<file path="src/rtl/drive_sequencer_if.sv">
// Bundle between the pattern buffer / PWM source and the output stage:
// per-phase drive and tweak fields in, final p/n gate words out.
interface drive_sequencer_if #(
  parameter int buffer_width = 8
);
  logic                    pwm;
  logic [buffer_width-1:0] p_drive;
  logic [buffer_width-1:0] n_drive;
  logic [buffer_width-1:0] tweak_delay;
  logic [buffer_width-1:0] tweak_sense;
  logic [buffer_width-1:0] tweak_drive_0;
  logic [buffer_width-1:0] tweak_drive_1;
  logic [buffer_width-1:0] tweak_drive_2;
  logic [buffer_width-1:0] tweak_drive_3;
  logic [buffer_width-1:0] tweak_drive_4;
  logic [buffer_width-1:0] tweak_drive_5;
  logic [buffer_width-1:0] tweak_drive_6;
  logic [buffer_width-1:0] tweak_drive_7;
  logic [buffer_width-1:0] p_gate;
  logic [buffer_width-1:0] n_gate;
  logic                    tweak_active;
  logic [2:0]              slot;

  modport master (
    output pwm, p_drive, n_drive, tweak_delay, tweak_sense,
           tweak_drive_0, tweak_drive_1, tweak_drive_2, tweak_drive_3,
           tweak_drive_4, tweak_drive_5, tweak_drive_6, tweak_drive_7,
    input  p_gate, n_gate, tweak_active, slot
  );

  modport slave (
    input  pwm, p_drive, n_drive, tweak_delay, tweak_sense,
           tweak_drive_0, tweak_drive_1, tweak_drive_2, tweak_drive_3,
           tweak_drive_4, tweak_drive_5, tweak_drive_6, tweak_drive_7,
    output p_gate, n_gate, tweak_active, slot
  );
endinterface

</file>
<file path="src/rtl/drive_sequencer.sv">
// Output stage: dead-time on every PWM edge, base drive, programmable delay,
// then eight add/remove tweak slots before holding the base drive.
//
// state    | meaning
// ST_IDLE  | gates off, waiting for the first PWM edge
// ST_DEAD  | gates off for dead_cycles after an edge
// ST_DELAY | base drive, counting down tweak_delay
// ST_TWEAK | base drive modified by tweak slot 0..7
// ST_HOLD  | base drive until the next PWM edge
module drive_sequencer #(
  parameter int buffer_width = 8,
  parameter int dead_cycles  = 2,
  parameter int slot_cycles  = 4
) (
  input  logic               clk,
  input  logic               rst,
  drive_sequencer_if.slave   bus
);

  localparam int W = buffer_width;
  localparam logic [W-1:0] DEAD_LOAD = W'(dead_cycles);
  localparam logic [W-1:0] SLOT_LOAD = W'(slot_cycles);
  localparam logic [W-1:0] ONE       = W'(1);

  typedef enum logic [2:0] {
    ST_IDLE,
    ST_DEAD,
    ST_DELAY,
    ST_TWEAK,
    ST_HOLD
  } state_t;

  state_t         state_q, state_d;
  logic [W-1:0]   cnt_q, cnt_d;
  logic [2:0]     slot_q, slot_d;
  logic           phase_q, phase_d;
  logic           pwm_dly_q, pwm_dly_d;
  logic [W-1:0]   p_gate_q, p_gate_d;
  logic [W-1:0]   n_gate_q, n_gate_d;
  logic           tweak_active_q, tweak_active_d;

  logic           pwm_edge;
  logic           go_delay;
  logic           go_tweak;
  logic [W-1:0]   base;
  logic [W-1:0]   mask;
  logic [W-1:0]   tweak_mask [8];

  always_comb begin
    tweak_mask[0] = bus.tweak_drive_0;
    tweak_mask[1] = bus.tweak_drive_1;
    tweak_mask[2] = bus.tweak_drive_2;
    tweak_mask[3] = bus.tweak_drive_3;
    tweak_mask[4] = bus.tweak_drive_4;
    tweak_mask[5] = bus.tweak_drive_5;
    tweak_mask[6] = bus.tweak_drive_6;
    tweak_mask[7] = bus.tweak_drive_7;
  end

  always_comb begin
    state_d   = state_q;
    cnt_d     = cnt_q;
    slot_d    = slot_q;
    phase_d   = phase_q;
    pwm_dly_d = bus.pwm;
    go_delay  = 1'b0;
    go_tweak  = 1'b0;
    pwm_edge  = (bus.pwm != pwm_dly_q);

    // A PWM edge restarts the sequence from any state.
    if (pwm_edge) begin
      phase_d = bus.pwm;
      slot_d  = 3'd0;
      if (dead_cycles > 0) begin
        state_d = ST_DEAD;
        cnt_d   = DEAD_LOAD;
      end else begin
        go_delay = 1'b1;
      end
    end else begin
      case (state_q)
        ST_DEAD: begin
          if (cnt_q <= ONE) go_delay = 1'b1;
          else              cnt_d    = cnt_q - ONE;
        end
        ST_DELAY: begin
          if (cnt_q <= ONE) go_tweak = 1'b1;
          else              cnt_d    = cnt_q - ONE;
        end
        ST_TWEAK: begin
          if (cnt_q > ONE) begin
            cnt_d = cnt_q - ONE;
          end else if (slot_q == 3'd7) begin
            state_d = ST_HOLD;
            slot_d  = 3'd0;
            cnt_d   = '0;
          end else begin
            slot_d = slot_q + 3'd1;
            cnt_d  = SLOT_LOAD;
          end
        end
        default: ;
      endcase
    end

    if (go_delay) begin
      if (bus.tweak_delay == '0) begin
        go_tweak = 1'b1;
      end else begin
        state_d = ST_DELAY;
        cnt_d   = bus.tweak_delay;
      end
    end

    if (go_tweak) begin
      state_d = ST_TWEAK;
      slot_d  = 3'd0;
      cnt_d   = SLOT_LOAD;
    end
  end

  // Gate words are built from the next state so they land on the same edge.
  always_comb begin
    base = phase_d ? ~bus.p_drive : bus.n_drive;
    mask = base;
    if (state_d == ST_TWEAK) begin
      if (bus.tweak_sense[slot_d]) mask = base | tweak_mask[slot_d];
      else                         mask = base & ~tweak_mask[slot_d];
    end

    p_gate_d       = '1;
    n_gate_d       = '0;
    tweak_active_d = (state_d == ST_TWEAK);
    if (state_d == ST_DELAY || state_d == ST_TWEAK || state_d == ST_HOLD) begin
      if (phase_d) p_gate_d = ~mask;
      else         n_gate_d = mask;
    end
  end

  always_ff @(posedge clk or posedge rst) begin
    if (rst) begin
      state_q        <= ST_IDLE;
      cnt_q          <= '0;
      slot_q         <= 3'd0;
      phase_q        <= 1'b0;
      pwm_dly_q      <= 1'b0;
      p_gate_q       <= '1;
      n_gate_q       <= '0;
      tweak_active_q <= 1'b0;
    end else begin
      state_q        <= state_d;
      cnt_q          <= cnt_d;
      slot_q         <= slot_d;
      phase_q        <= phase_d;
      pwm_dly_q      <= pwm_dly_d;
      p_gate_q       <= p_gate_d;
      n_gate_q       <= n_gate_d;
      tweak_active_q <= tweak_active_d;
    end
  end

  assign bus.p_gate       = p_gate_q;
  assign bus.n_gate       = n_gate_q;
  assign bus.tweak_active = tweak_active_q;
  assign bus.slot         = slot_q;

endmodule

</file>
<file path="src/flat_wrapper.sv">
// flat-port wrapper written by rule: the top's interface ports become plain ports
module drive_sequencer_flat 
#(
  parameter int buffer_width = 8,
  parameter int dead_cycles  = 2,
  parameter int slot_cycles  = 4
)
  (clk, rst, bus_pwm, bus_p_drive, bus_n_drive, bus_tweak_delay, bus_tweak_sense, bus_tweak_drive_0, bus_tweak_drive_1, bus_tweak_drive_2, bus_tweak_drive_3, bus_tweak_drive_4, bus_tweak_drive_5, bus_tweak_drive_6, bus_tweak_drive_7, bus_p_gate, bus_n_gate, bus_tweak_active, bus_slot);
  drive_sequencer_if #(.buffer_width(buffer_width)) bus_i ();
  input  logic clk;
  input  logic rst;
  input wire logic [$bits(bus_i.pwm)-1:0] bus_pwm;
  input wire logic [$bits(bus_i.p_drive)-1:0] bus_p_drive;
  input wire logic [$bits(bus_i.n_drive)-1:0] bus_n_drive;
  input wire logic [$bits(bus_i.tweak_delay)-1:0] bus_tweak_delay;
  input wire logic [$bits(bus_i.tweak_sense)-1:0] bus_tweak_sense;
  input wire logic [$bits(bus_i.tweak_drive_0)-1:0] bus_tweak_drive_0;
  input wire logic [$bits(bus_i.tweak_drive_1)-1:0] bus_tweak_drive_1;
  input wire logic [$bits(bus_i.tweak_drive_2)-1:0] bus_tweak_drive_2;
  input wire logic [$bits(bus_i.tweak_drive_3)-1:0] bus_tweak_drive_3;
  input wire logic [$bits(bus_i.tweak_drive_4)-1:0] bus_tweak_drive_4;
  input wire logic [$bits(bus_i.tweak_drive_5)-1:0] bus_tweak_drive_5;
  input wire logic [$bits(bus_i.tweak_drive_6)-1:0] bus_tweak_drive_6;
  input wire logic [$bits(bus_i.tweak_drive_7)-1:0] bus_tweak_drive_7;
  output wire logic [$bits(bus_i.p_gate)-1:0] bus_p_gate;
  output wire logic [$bits(bus_i.n_gate)-1:0] bus_n_gate;
  output wire logic [$bits(bus_i.tweak_active)-1:0] bus_tweak_active;
  output wire logic [$bits(bus_i.slot)-1:0] bus_slot;
  assign bus_i.pwm = bus_pwm;
  assign bus_i.p_drive = bus_p_drive;
  assign bus_i.n_drive = bus_n_drive;
  assign bus_i.tweak_delay = bus_tweak_delay;
  assign bus_i.tweak_sense = bus_tweak_sense;
  assign bus_i.tweak_drive_0 = bus_tweak_drive_0;
  assign bus_i.tweak_drive_1 = bus_tweak_drive_1;
  assign bus_i.tweak_drive_2 = bus_tweak_drive_2;
  assign bus_i.tweak_drive_3 = bus_tweak_drive_3;
  assign bus_i.tweak_drive_4 = bus_tweak_drive_4;
  assign bus_i.tweak_drive_5 = bus_tweak_drive_5;
  assign bus_i.tweak_drive_6 = bus_tweak_drive_6;
  assign bus_i.tweak_drive_7 = bus_tweak_drive_7;
  assign bus_p_gate = bus_i.p_gate;
  assign bus_n_gate = bus_i.n_gate;
  assign bus_tweak_active = bus_i.tweak_active;
  assign bus_slot = bus_i.slot;
  drive_sequencer #(.buffer_width(buffer_width), .dead_cycles(dead_cycles), .slot_cycles(slot_cycles)) u_core (.clk(clk), .rst(rst), .bus(bus_i));
endmodule
</file>
<file path="config.mk">
export PLATFORM = sky130hd
export DESIGN_NAME = drive_sequencer_flat
export DESIGN_NICKNAME = d
export VERILOG_FILES = /design/src/rtl/drive_sequencer_if.sv /design/src/rtl/drive_sequencer.sv /design/src/flat_wrapper.sv
export SDC_FILE = /design/constraint.sdc
export NUM_CORES = 1
export LEC_CHECK = 0
export CAP_MARGIN = 30
export CORE_ASPECT_RATIO = 1.4
export CORE_UTILIZATION = 48
export CTS_BUF_LIST = sky130_fd_sc_hd__clkbuf_4
export CTS_CLUSTER_DIAMETER = 30
export DETAILED_ROUTE_END_ITERATION = 10
export PLACE_DENSITY = 0.89
export SYNTH_ARGS = -nofsm -noshare
export SYNTH_HDL_FRONTEND = slang
export SYNTH_SLANG_ARGS = --single-unit
export TNS_END_PERCENT = 30
</file>
<file path="constraint.sdc">
create_clock -name clk -period 6.5 [get_ports clk]
set_input_delay 1.3 -clock clk [delete_from_list [all_inputs] [get_ports clk]]
set_output_delay 1.3 -clock clk [all_outputs]
set_load 0.02 [all_outputs]
</file>
==> results.md, run 1 <==
- Crit path max-delay cell type: xor2_1
- Crit path time final: 4560 ps
- Die W: between 60 and 70 µm
- Gr busiest metal: met2
- NetSw: 463 µW
- Largest area contributor in the netlist: dfrtp_1
- GRT Util Overall: ~36%
- Flop pwr share: 29.5%
- CP endpoint kind: flop
- Worst-margin pin slew: 887 ps
- Crit Path Max Fanout: 12
- Pwr Density: about 250 mW/mm²
- Critical-path cell list: clkdlybuf4s50_1 -> xor2_1 -> nor4b_1 -> a311o_1 -> o211ai_1 -> nor3_1 -> a2bb2oi_1 -> mux2_2
- Met2 usage: approximately 66%
- Primary FF master, synth: dfrtp_1
- Routed vias: between 3000 and 4000
- Sequential-to-total area share from yosys stat: roughly 30%
- Worst setup path category: in2reg
- Final slew viol count: 0
- Share of layout cells above drive strength 1: a little over a tenth
- Diode count: 0
- Max Root-Sink Buffers: 2
- CP Data Arrival Time: just under 5000 ps
- H-tree lvl count: 2
- Rel. slew slack: around two fifths
- Largest net degree at the start of global routing: 34
- HP Class: reg2reg
- # Max-Cap Violations: 0
- Initial antenna violation count: 0
- Filler cell count in the final layout: around 450
- Grt met3 use: 6.47%
- Status: finished, final reports clean
- Congestion Overflow GR: 0
- I/O pin count: about 120
- Final setup viols: 0
- Crit-path leading delay family: compound AO/OA/AOI/OAI gates
- CTS tree: yes
- Post-synth top area share: roughly 22%
- Detail Placement HPWL: 8450 µm
- Post-route DRC violation count: 0
- Final WL: 10800 µm
- TNS Setup: 0 ps
- Switching Fraction: ~45%
- Die ar.: between 0.006 and 0.007 mm²
- Commonest non-fill, non-tap cell in the layout: clkdlybuf4s50_1
- Nets: between 500 and 600
- Clk Latency, worst-skew pair: roughly 350 ps
- CTS buffer count: 5
- FF-to-FF End: u_core.bus.n_gate[1]
- Leak: about 0.0016 µW
- Synth async-reset ratio: 100%
- DR vias/cell: roughly 6.5
- Clock root buffer master: clkbuf_4
- Core area: roughly 0.0056 mm²
- FF-to-FF Start: u_core.cnt_q[3]
- Initial core utilization: roughly 50%
- Post-synthesis cell count: 330
- Critical Path Stages: 8
- Fmax: ~220 MHz
- Most area-consuming cells after synthesis: dfrtp_1, dfstp_2, a211oi_1
- Ys Warns: 0
- Die height: around 90 µm
- Worst-path clk slew: around 110 ps
- Row cnt: 32
- Worst R2R Path Depth: 7
- P_int: 569 µW
- Worst clock skew: 11.3 ps
- Routed wire per std cell: 21.3 µm
- DRT antenna net count: 0
- Sink Count: 33
- Mean Syn Cell Area: between 8 and 9 µm²
- RSZ-0062 raised after global routing: false
- Placer Congestion: ~1.0
- Post-placement worst setup slack: roughly 1700 ps
- Final Hold Vio Count: 0
- Required time of the critical path: about 6800 ps
- Synth cell types: 68
- Startpoint Class: input port
- DR iter-0 viols: between 300 and 400
- First-pass GRT wire length: ~16000 µm
- Hold buffers post-CTS: 0
- IO Port Bufs: between 100 and 150
- Most frequent cells in the layout: clkdlybuf4s50_1, dfrtp_1, nor2_1, a21oi_1, nand2_1
- Post-CTS sizing: 0
- R2R Setup Slk: approximately 2500 ps
- Synth-to-Final Area Change: 45.9%
- Met1 global-route usage: 37.5%
- Final Cycle Share: 70.2%
- Worst setup margin: between 1500 and 2000 ps
- TritonRoute pass-1 iters: 5
- Worst Setup EP: u_core.bus.p_gate[5]
- Synth Cell Area: between 0.002 and 0.003 mm²
- Synthesized Nets: ~430
- EDFF count, synth: 0
- Slowest Stage Delay on Critical Path: between 600 and 700 ps
- Critical path startpoint: bus_pwm
- Post-CTS setup repair buffer count: 0
- Maximum VDD drop: between 0.1 and 0.15 mV
- Logic pwr share: a little over half
- CP Buf/Inv Count: 1
- Vias in the first global route: between 3000 and 4000
- Post-synthesis register bit count: 33
- Clock Power Share: between 10% and 20%
layout make-up:
cell class              instances  area (µm²)  area share [%]
inverters                      14        52.6            1.29
repair buffers                124        1230            30.3
clock inverters                 2        33.8           0.831
clock buffers                   6        45.0            1.11
multi-input cells             261        1780            43.8
flip-flops and latches         33         836            20.5
well taps                      68        85.1            2.09
Yosys cell counts, drive strengths merged (3+ instances only):
library cell	number
xnor2	3
o21ai	20
a311oi	8
nand3b	5
a2111oi	7
xor2	3
dfrtp	25
o211ai	3
inv	14
a211oi	16
nand3	17
or2	5
a211o	7
o21bai	5
dfstp	8
nor2	24
nor4	13
or3	8
nand2	19
o21a	7
a21oi	21
nor3	16
ha	4
buf	13
mux2i	5
clkbuf	9
a31o	7
worst reg2reg max path, stage by stage, from the launching register on:
cell and delay [ps]:
dfrtp_1 450, or4_1 720, nor4_4 810, a21o_1 810
nand2_4 190, or3_1 380, a311oi_1 400, a211oi_1 100
per-layer routing:
metal	part of all wire [%]	wire length, µm	up-vias
li1	-	-	1495
met1	34	3700	1557
met2	53	5750	216
met3	7.3	795	53
met4	5.4	583	0
met5	0	0	-
flip-flops by register name, indices dropped and copies added (netlist names):
name,cells
u_core.phase_q,1
u_core.bus.n_gate,8
u_core.bus.tweak_active,1
u_core.bus.p_gate,8
u_core.cnt_q,8
u_core.state_q,3
u_core.bus.slot,3
u_core.pwm_dly_q,1
power groups by stage:
stage	clock [µW]	combinational [µW]	sequential, µW
6_report	161	566	304
5_1_grt	172	605	307
4_1_cts	160	554	302
3_5_place_dp	0	550	306
3_3_place_gp	0	530	304
2_1_floorplan	0	363	308
per-stage QoR:
stage	total power [µW]	area, µm²	std cells	hold WS, ps	utilization, %
after floorplan	671	2790	330	478	-
after global placement	834	3970	499	497	71.4
after detailed placement	856	3990	500	506	71.7
after CTS	1020	4070	508	529	73.1
after global routing	1080	4070	508	581	73.1
final	1030	4070	508	531	73.1
worst min path at each step:
| stage | cells past startpoint | to | from | slack [ps] |
|---|---|---|---|---|
| floorplan | 2 | u_core.cnt_q[1] | u_core.cnt_q[1] | 480 |
| global placement | 2 | u_core.cnt_q[1] | u_core.cnt_q[1] | 500 |
| finish | 2 | u_core.cnt_q[1] | u_core.cnt_q[1] | 530 |
| CTS | 2 | u_core.cnt_q[1] | u_core.cnt_q[1] | 530 |
| detailed placement | 2 | u_core.cnt_q[1] | u_core.cnt_q[1] | 510 |
| global route | 2 | u_core.cnt_q[1] | u_core.cnt_q[1] | 580 |
logic make-up (layout without fill, tap and decap cells):
kind of cell               count (synthesis)  in the layout  synth area share (%)
and+or+nand+nor                          124            124                  24.6
adders and majority gates                  4              4                  1.79
buffers and inverters                     36            146                  6.37
DFF                                       33             33                  30.0
xor gates and xnor gates                   6              6                  1.88
AOI/OAI and AO/OA                        121            121                  33.2
muxes                                      6              6                  2.20
Note: power is estimated with default switching activity, not from simulation.
==> run 2, diff against run 1 <==
--- a/config.mk
+++ b/config.mk
@@ -7,11 +7,11 @@
 export LEC_CHECK = 0
 export CAP_MARGIN = 30
 export CORE_ASPECT_RATIO = 1.4
-export CORE_UTILIZATION = 48
+export CORE_UTILIZATION = 40
 export CTS_BUF_LIST = sky130_fd_sc_hd__clkbuf_4
 export CTS_CLUSTER_DIAMETER = 30
 export DETAILED_ROUTE_END_ITERATION = 10
-export PLACE_DENSITY = 0.89
+export PLACE_DENSITY = 0.79
 export SYNTH_ARGS = -nofsm -noshare
 export SYNTH_HDL_FRONTEND = slang
 export SYNTH_SLANG_ARGS = --single-unit
==> constraint.sdc (replaced) <==
create_clock -name clk -period 3.9 [get_ports clk]
set_input_delay 0.78 -clock clk [delete_from_list [all_inputs] [get_ports clk]]
set_output_delay 0.78 -clock clk [all_outputs]
set_load 0.02 [all_outputs]
==> run 2 against run 1 <==
Net effect:
- largest cell class unchanged
- sequential share of layout area is 0.44 points lower
- sequential power is 65% higher
- wire length is 10% lower
- largest power group unchanged
- worst setup slack worse by 1500 ps
- combinational power is 70% higher
- global-route usage is 8.5 points lower
==> results.md, run 2 (synthesis gave the netlist of run 1 again) <==
- Met2 usage: approximately half
- Logic pwr share: 57.7%
- Vias in the first global route: between 3000 and 4000
- Met1 global-route usage: between 30% and 40%
- Nets: 554
- Initial antenna violation count: 0
- Final WL: 9710 µm
- Hold WS: ~530 ps
- Row cnt: 35
- CP Data Arrival Time: roughly 3700 ps
- Gr busiest metal: met2
- Post-route DRC violation count: 0
- Pwr Density: 402 mW/mm²
- Clk Latency, worst-skew pair: about 360 ps
- Max Root-Sink Buffers: 2
- Placer Congestion: ~0.9
- TritonRoute pass-1 iters: 5
- I/O pin count: around 120
- Worst clock skew: approximately 20 ps
- Worst setup path category: reg2reg
- Sink Count: 33
- Switching Fraction: roughly 45%
- Die W: slightly above 70 µm
- Power, Total: roughly 1700 µW
- Diode count: 0
- Worst-path clk slew: about 120 ps
- Startpoint Class: flop
- CP endpoint kind: flop
- Filler cell count in the final layout: between 500 and 600
- Crit path time final: ~3500 ps
- Worst setup margin: 425 ps
- Dpl cells: around 540
- Post-placement worst setup slack: about 200 ps
- Post-CTS setup repair buffer count: 0
- Largest net degree at the start of global routing: 34
- Non-Filler Instances: approximately 540
- H-tree lvl count: 2
- Final Cycle Share: about nine tenths
- Commonest non-fill, non-tap cell in the layout: clkdlybuf4s50_1
- Fmax: about 290 MHz
- Synth-to-Final Area Change: 49.0%
- Routed vias: 3248
- Routed wire per std cell: approximately 18 µm
- Initial core utilization: around two fifths
- Clock Power Share: roughly 12%
- GRT Util Overall: roughly 28%
- Worst-margin pin slew: a little over 700 ps
- Hold buffers post-CTS: 0
- Most frequent cells in the layout: clkdlybuf4s50_1, dfrtp_1, nor2_1, a21oi_1
- DR iter-0 viols: 297
- Maximum VDD drop: 0.166 mV
- Detail Placement HPWL: approximately 7700 µm
- Grt met3 use: 4.60%
- Die height: roughly 100 µm
- Flop pwr share: between 30% and 40%
- Final slew viol count: 0
- DRT antenna net count: 0
- Status: finished, final reports clean
- HP Class: reg2reg
- DR vias/cell: approximately 6.0
- Final setup viols: 0
- P_int: between 900 and 1000 µW
- Core area: ~0.0067 mm²
- Share of layout cells above drive strength 1: 13.1%
- NetSw: 752 µW
- CTS buffer count: 5
- Crit Path Max Fanout: 14
- # Max-Cap Violations: 0
- RSZ-0062 raised after global routing: false
- Congestion Overflow GR: 0
- Post-CTS sizing: 0
- Final Hold Vio Count: 0
- Rel. slew slack: roughly 53%
- IO Port Bufs: 118
- Clock root buffer master: clkbuf_4
- Required time of the critical path: approximately 4100 ps
- TNS Setup: 0 ps
- Die ar.: approximately 0.0073 mm²
- First-pass GRT wire length: roughly 15000 µm
- Leak: roughly 0.0016 µW
- CTS tree: yes
-- run 2: cell types whose count changed in the layout (fill, tap and decap cells not counted), sizes merged --
cell      delta
clkinvlp     +1
clkinv       +1
buf         +12
clkbuf       -1
bufinv       -1
-- run 2: worst paths after layout --
check / depth (start not counted) / slack (ps) / to / startpoint
max: 8 / 430 / u_core.bus.n_gate[3] / u_core.cnt_q[3]
min: 2 / 530 / u_core.cnt_q[1] / u_core.cnt_q[1]
max reg2reg: 8 / 430 / u_core.bus.n_gate[3] / u_core.cnt_q[3]
min reg2reg: 2 / 530 / u_core.cnt_q[1] / u_core.cnt_q[1]
max in group asynchronous: 3 / 2750 / u_core.bus.p_gate[6] / rst
min in group asynchronous: 3 / 800 / u_core.bus.slot[0] / rst
-- run 2: metrics by stage --
step           util [%]  area [µm²]
3_5_place_dp       61.6        4100
5_1_grt            62.4        4160
6_report           62.4        4160
3_3_place_gp       61.6        4100
4_1_cts            62.4        4160
2_1_floorplan         -        2790
-- run 2: routing by layer --
layer	wire length [µm]	share of wire [%]
met1	3570	37
met2	5040	52
met3	663	6.8
met4	445	4.6
met5	0	0
-- run 2: power by group through the flow --
stage	logic, µW	clock network, µW	registers [µW]
2_1_floorplan	606	0	513
3_3_place_gp	937	0	504
3_5_place_dp	956	0	506
4_1_cts	961	205	501
5_1_grt	1050	216	513
6_report	965	204	503
-- run 2: cell type report --
type | instances | area (µm²) | share of cell area, %
well taps | 92 | 115 | 2.77
clock buffers | 5 | 37.5 | 0.903
inverters | 14 | 52.6 | 1.26
multi-input cells | 261 | 1780 | 42.9
repair buffers | 136 | 1320 | 31.7
clock inverters | 3 | 17.5 | 0.421
flip-flops and latches | 33 | 836 | 20.1
-- run 2: worst max-delay path, stage by stage (launching register included) --
cell      delay (ps)
dfrtp_1          460
or4_1            730
o41a_1           620
a21o_1           370
nand2_4          190
inv_2             60
o311a_1          420
nor2_4           330
a211oi_1         150
==> run 3, diff against run 2 <==
--- a/config.mk
+++ b/config.mk
@@ -5,13 +5,15 @@
 export SDC_FILE = /design/constraint.sdc
 export NUM_CORES = 1
 export LEC_CHECK = 0
+export ABC_CLOCK_PERIOD_IN_PS = 3900
 export CAP_MARGIN = 30
 export CORE_ASPECT_RATIO = 1.4
-export CORE_UTILIZATION = 40
+export CORE_UTILIZATION = 55
 export CTS_BUF_LIST = sky130_fd_sc_hd__clkbuf_4
 export CTS_CLUSTER_DIAMETER = 30
 export DETAILED_ROUTE_END_ITERATION = 10
-export PLACE_DENSITY = 0.79
+export DONT_BUFFER_PORTS = 1
+export PLACE_DENSITY = 0.73
 export SYNTH_ARGS = -nofsm -noshare
 export SYNTH_HDL_FRONTEND = slang
 export SYNTH_SLANG_ARGS = --single-unit
==> constraint.sdc (replaced) <==
create_clock -name clk -period 3.9 [get_ports clk]
set_input_delay 0.78 -clock clk [delete_from_list [all_inputs] [get_ports clk]]
set_output_delay 0.78 -clock clk [all_outputs]
set_load 0.005 [all_outputs]
==> run 3 against run 2 <==
Net effect:
- clock skew fell by 11 ps
- first-iteration DRC count fell by 33%
- cell area fell by 28%
- register-to-register slack improved by 40 ps
- combinational power fell by 21%
- sequential share of layout area rose by 7.8 points
- critical path depth rose by 3
- worst setup slack improved by 41 ps
- largest cell class unchanged
- cell count fell by 26%
==> results.md, run 3 (synthesis gave the netlist of run 1 again) <==
- Share of layout cells above drive strength 1: between 15 and 20%
- Final slew viol count: 0
- Design area: 0.00300 mm²
- Die height: approximately 86 µm
- Routed wire per std cell: between 20 and 25 µm
- Crit path max-delay cell type: nor4_1
- Congestion Overflow GR: 0
- Nets: 439
- CP endpoint kind: flop
- Clock root buffer master: clkbuf_4
- CP Buf/Inv Count: 3
- Commonest non-fill, non-tap cell in the layout: dfrtp_1
- Core area: ~0.0049 mm²
- Post-CTS sizing: 0
- I/O pin count: between 100 and 150
- Dpl cells: about 390
- First-pass GRT wire length: between 10000 and 15000 µm
- Clk Latency, worst-skew pair: 350 ps
- Met1 global-route usage: between 30% and 40%
- RSZ-0062 raised after global routing: false
- Routed vias: approximately 2800
- Worst clock skew: between 9 and 10 ps
- TNS Setup: 0 ps
- Startpoint Class: flop
- GRT Util Overall: between 30% and 40%
- Hold buffers post-CTS: 0
- DR vias/cell: approximately 7
- Post-route DRC violation count: 0
- DR iter-0 viols: between 150 and 200
- Crit-path leading delay family: simple AND/OR/NAND/NOR gates
- Grt met3 use: roughly 7.4%
- Row cnt: 30
- Crit path time final: between 3000 and 4000 ps
- Sink Count: 33
- Pwr Density: 490 mW/mm²
- HP Class: in2async
- Final setup viols: 0
- Final WL: 8320 µm
- Status: finished, final reports clean
- Max Root-Sink Buffers: 2
- Die ar.: roughly 0.0054 mm²
- Vias in the first global route: approximately 2800
- Final Hold Vio Count: 0
- CTS tree: yes
- Gr busiest metal: met2
- Crit Path Max Fanout: 7
- CTS buffer count: 5
- Detail Placement HPWL: approximately 6700 µm
- Maximum VDD drop: between 0.2 and 0.25 mV
- Final design utilization: between 60 and 70%
- Fmax: just under 300 MHz
- DRT antenna net count: 0
- Most frequent cells in the layout: dfrtp_1, nor2_1, a21oi_1, buf_4, nand2_1
- Leak: between 0.001 and 0.0015 µW
- Critical path's most frequent cell: buf_4
- Placer Congestion: approximately 0.9
- Largest net degree at the start of global routing: 28
- # Max-Cap Violations: 0
- Post-CTS setup repair buffer count: 0
- Non-Filler Instances: between 400 and 500
- Worst-path clk slew: around 110 ps
- Required time of the critical path: roughly 4200 ps
- R2R Setup Slk: between 400 and 500 ps
- TritonRoute pass-1 iters: 7
- Post-place instance area: roughly 0.0029 mm²
- Worst-margin pin slew: 783 ps
- Met2 usage: 60.1%
- H-tree lvl count: 2
- Die W: slightly above 60 µm
- Rel. slew slack: ~47%
- CP Data Arrival Time: approximately 3700 ps
- Hold WS: ~300 ps
- Initial core utilization: 57.2%
- IO Port Bufs: 0
- Critical-path cell list: inv_1 -> ha_1 -> nor2_1 -> nor3_1 -> buf_4 -> a32oi_1 -> o211ai_1 -> buf_4 -> nor4_1 -> a311oi_1 -> a211o_1
- Slowest Stage Delay on Critical Path: around 600 ps
- Final Cycle Share: just under 90%
- Synth-to-Final Area Change: 7.40%
- Worst setup path category: reg2reg
- Initial antenna violation count: 0
- Diode count: 0
## run 3: changes by cell type in the layout (fill, tap and decap cells not counted)
cell	before	now
clkdlybuf4s50_1	118	0
buf_12	0	1
buf_16	0	1
clkbuf_4	5	6
buf_4	18	19
clkinvlp_4	1	0
## run 3: power by group
part	total, µW	switching, µW	internal, µW
logic	762	467	294
clock network	196	120	75.5
registers	510	83.1	426
total	1470	671	796
## run 3: path summary, 6_finish.rpt
path                                  from                   end  cells past startpoint
hold / removal                         rst      u_core.pwm_dly_q                      1
max in group asynchronous              rst    u_core.bus.slot[1]                      3
setup / recovery           u_core.cnt_q[0]  u_core.bus.p_gate[2]                     11
setup reg to reg           u_core.cnt_q[0]  u_core.bus.p_gate[2]                     11
hold reg to reg            u_core.cnt_q[1]       u_core.cnt_q[1]                      2
min in group clk                   bus_pwm      u_core.pwm_dly_q                      0
## run 3: layout make-up
class	count	area, µm²
clock inverter	2	10.0
multi-input combinational	261	1780
clock buffer	6	45.0
timing repair buffer	21	190
fill	449	1880
inverter	14	52.6
sequential	33	836
tap	64	80.1
## run 3: metrics by stage
stage	total power, µW	setup WS (ps)
2_1_floorplan	1080	895
3_3_place_gp	1250	593
3_5_place_dp	1260	522
4_1_cts	1460	545
5_1_grt	1570	242
6_report	1470	467
## run 3: routing by layer
metal  up-vias  wire length (µm)
li1       1295                 -
met5         -                 0
met3        36               477
met1      1309              2920
met2       144              4450
met4         0               469
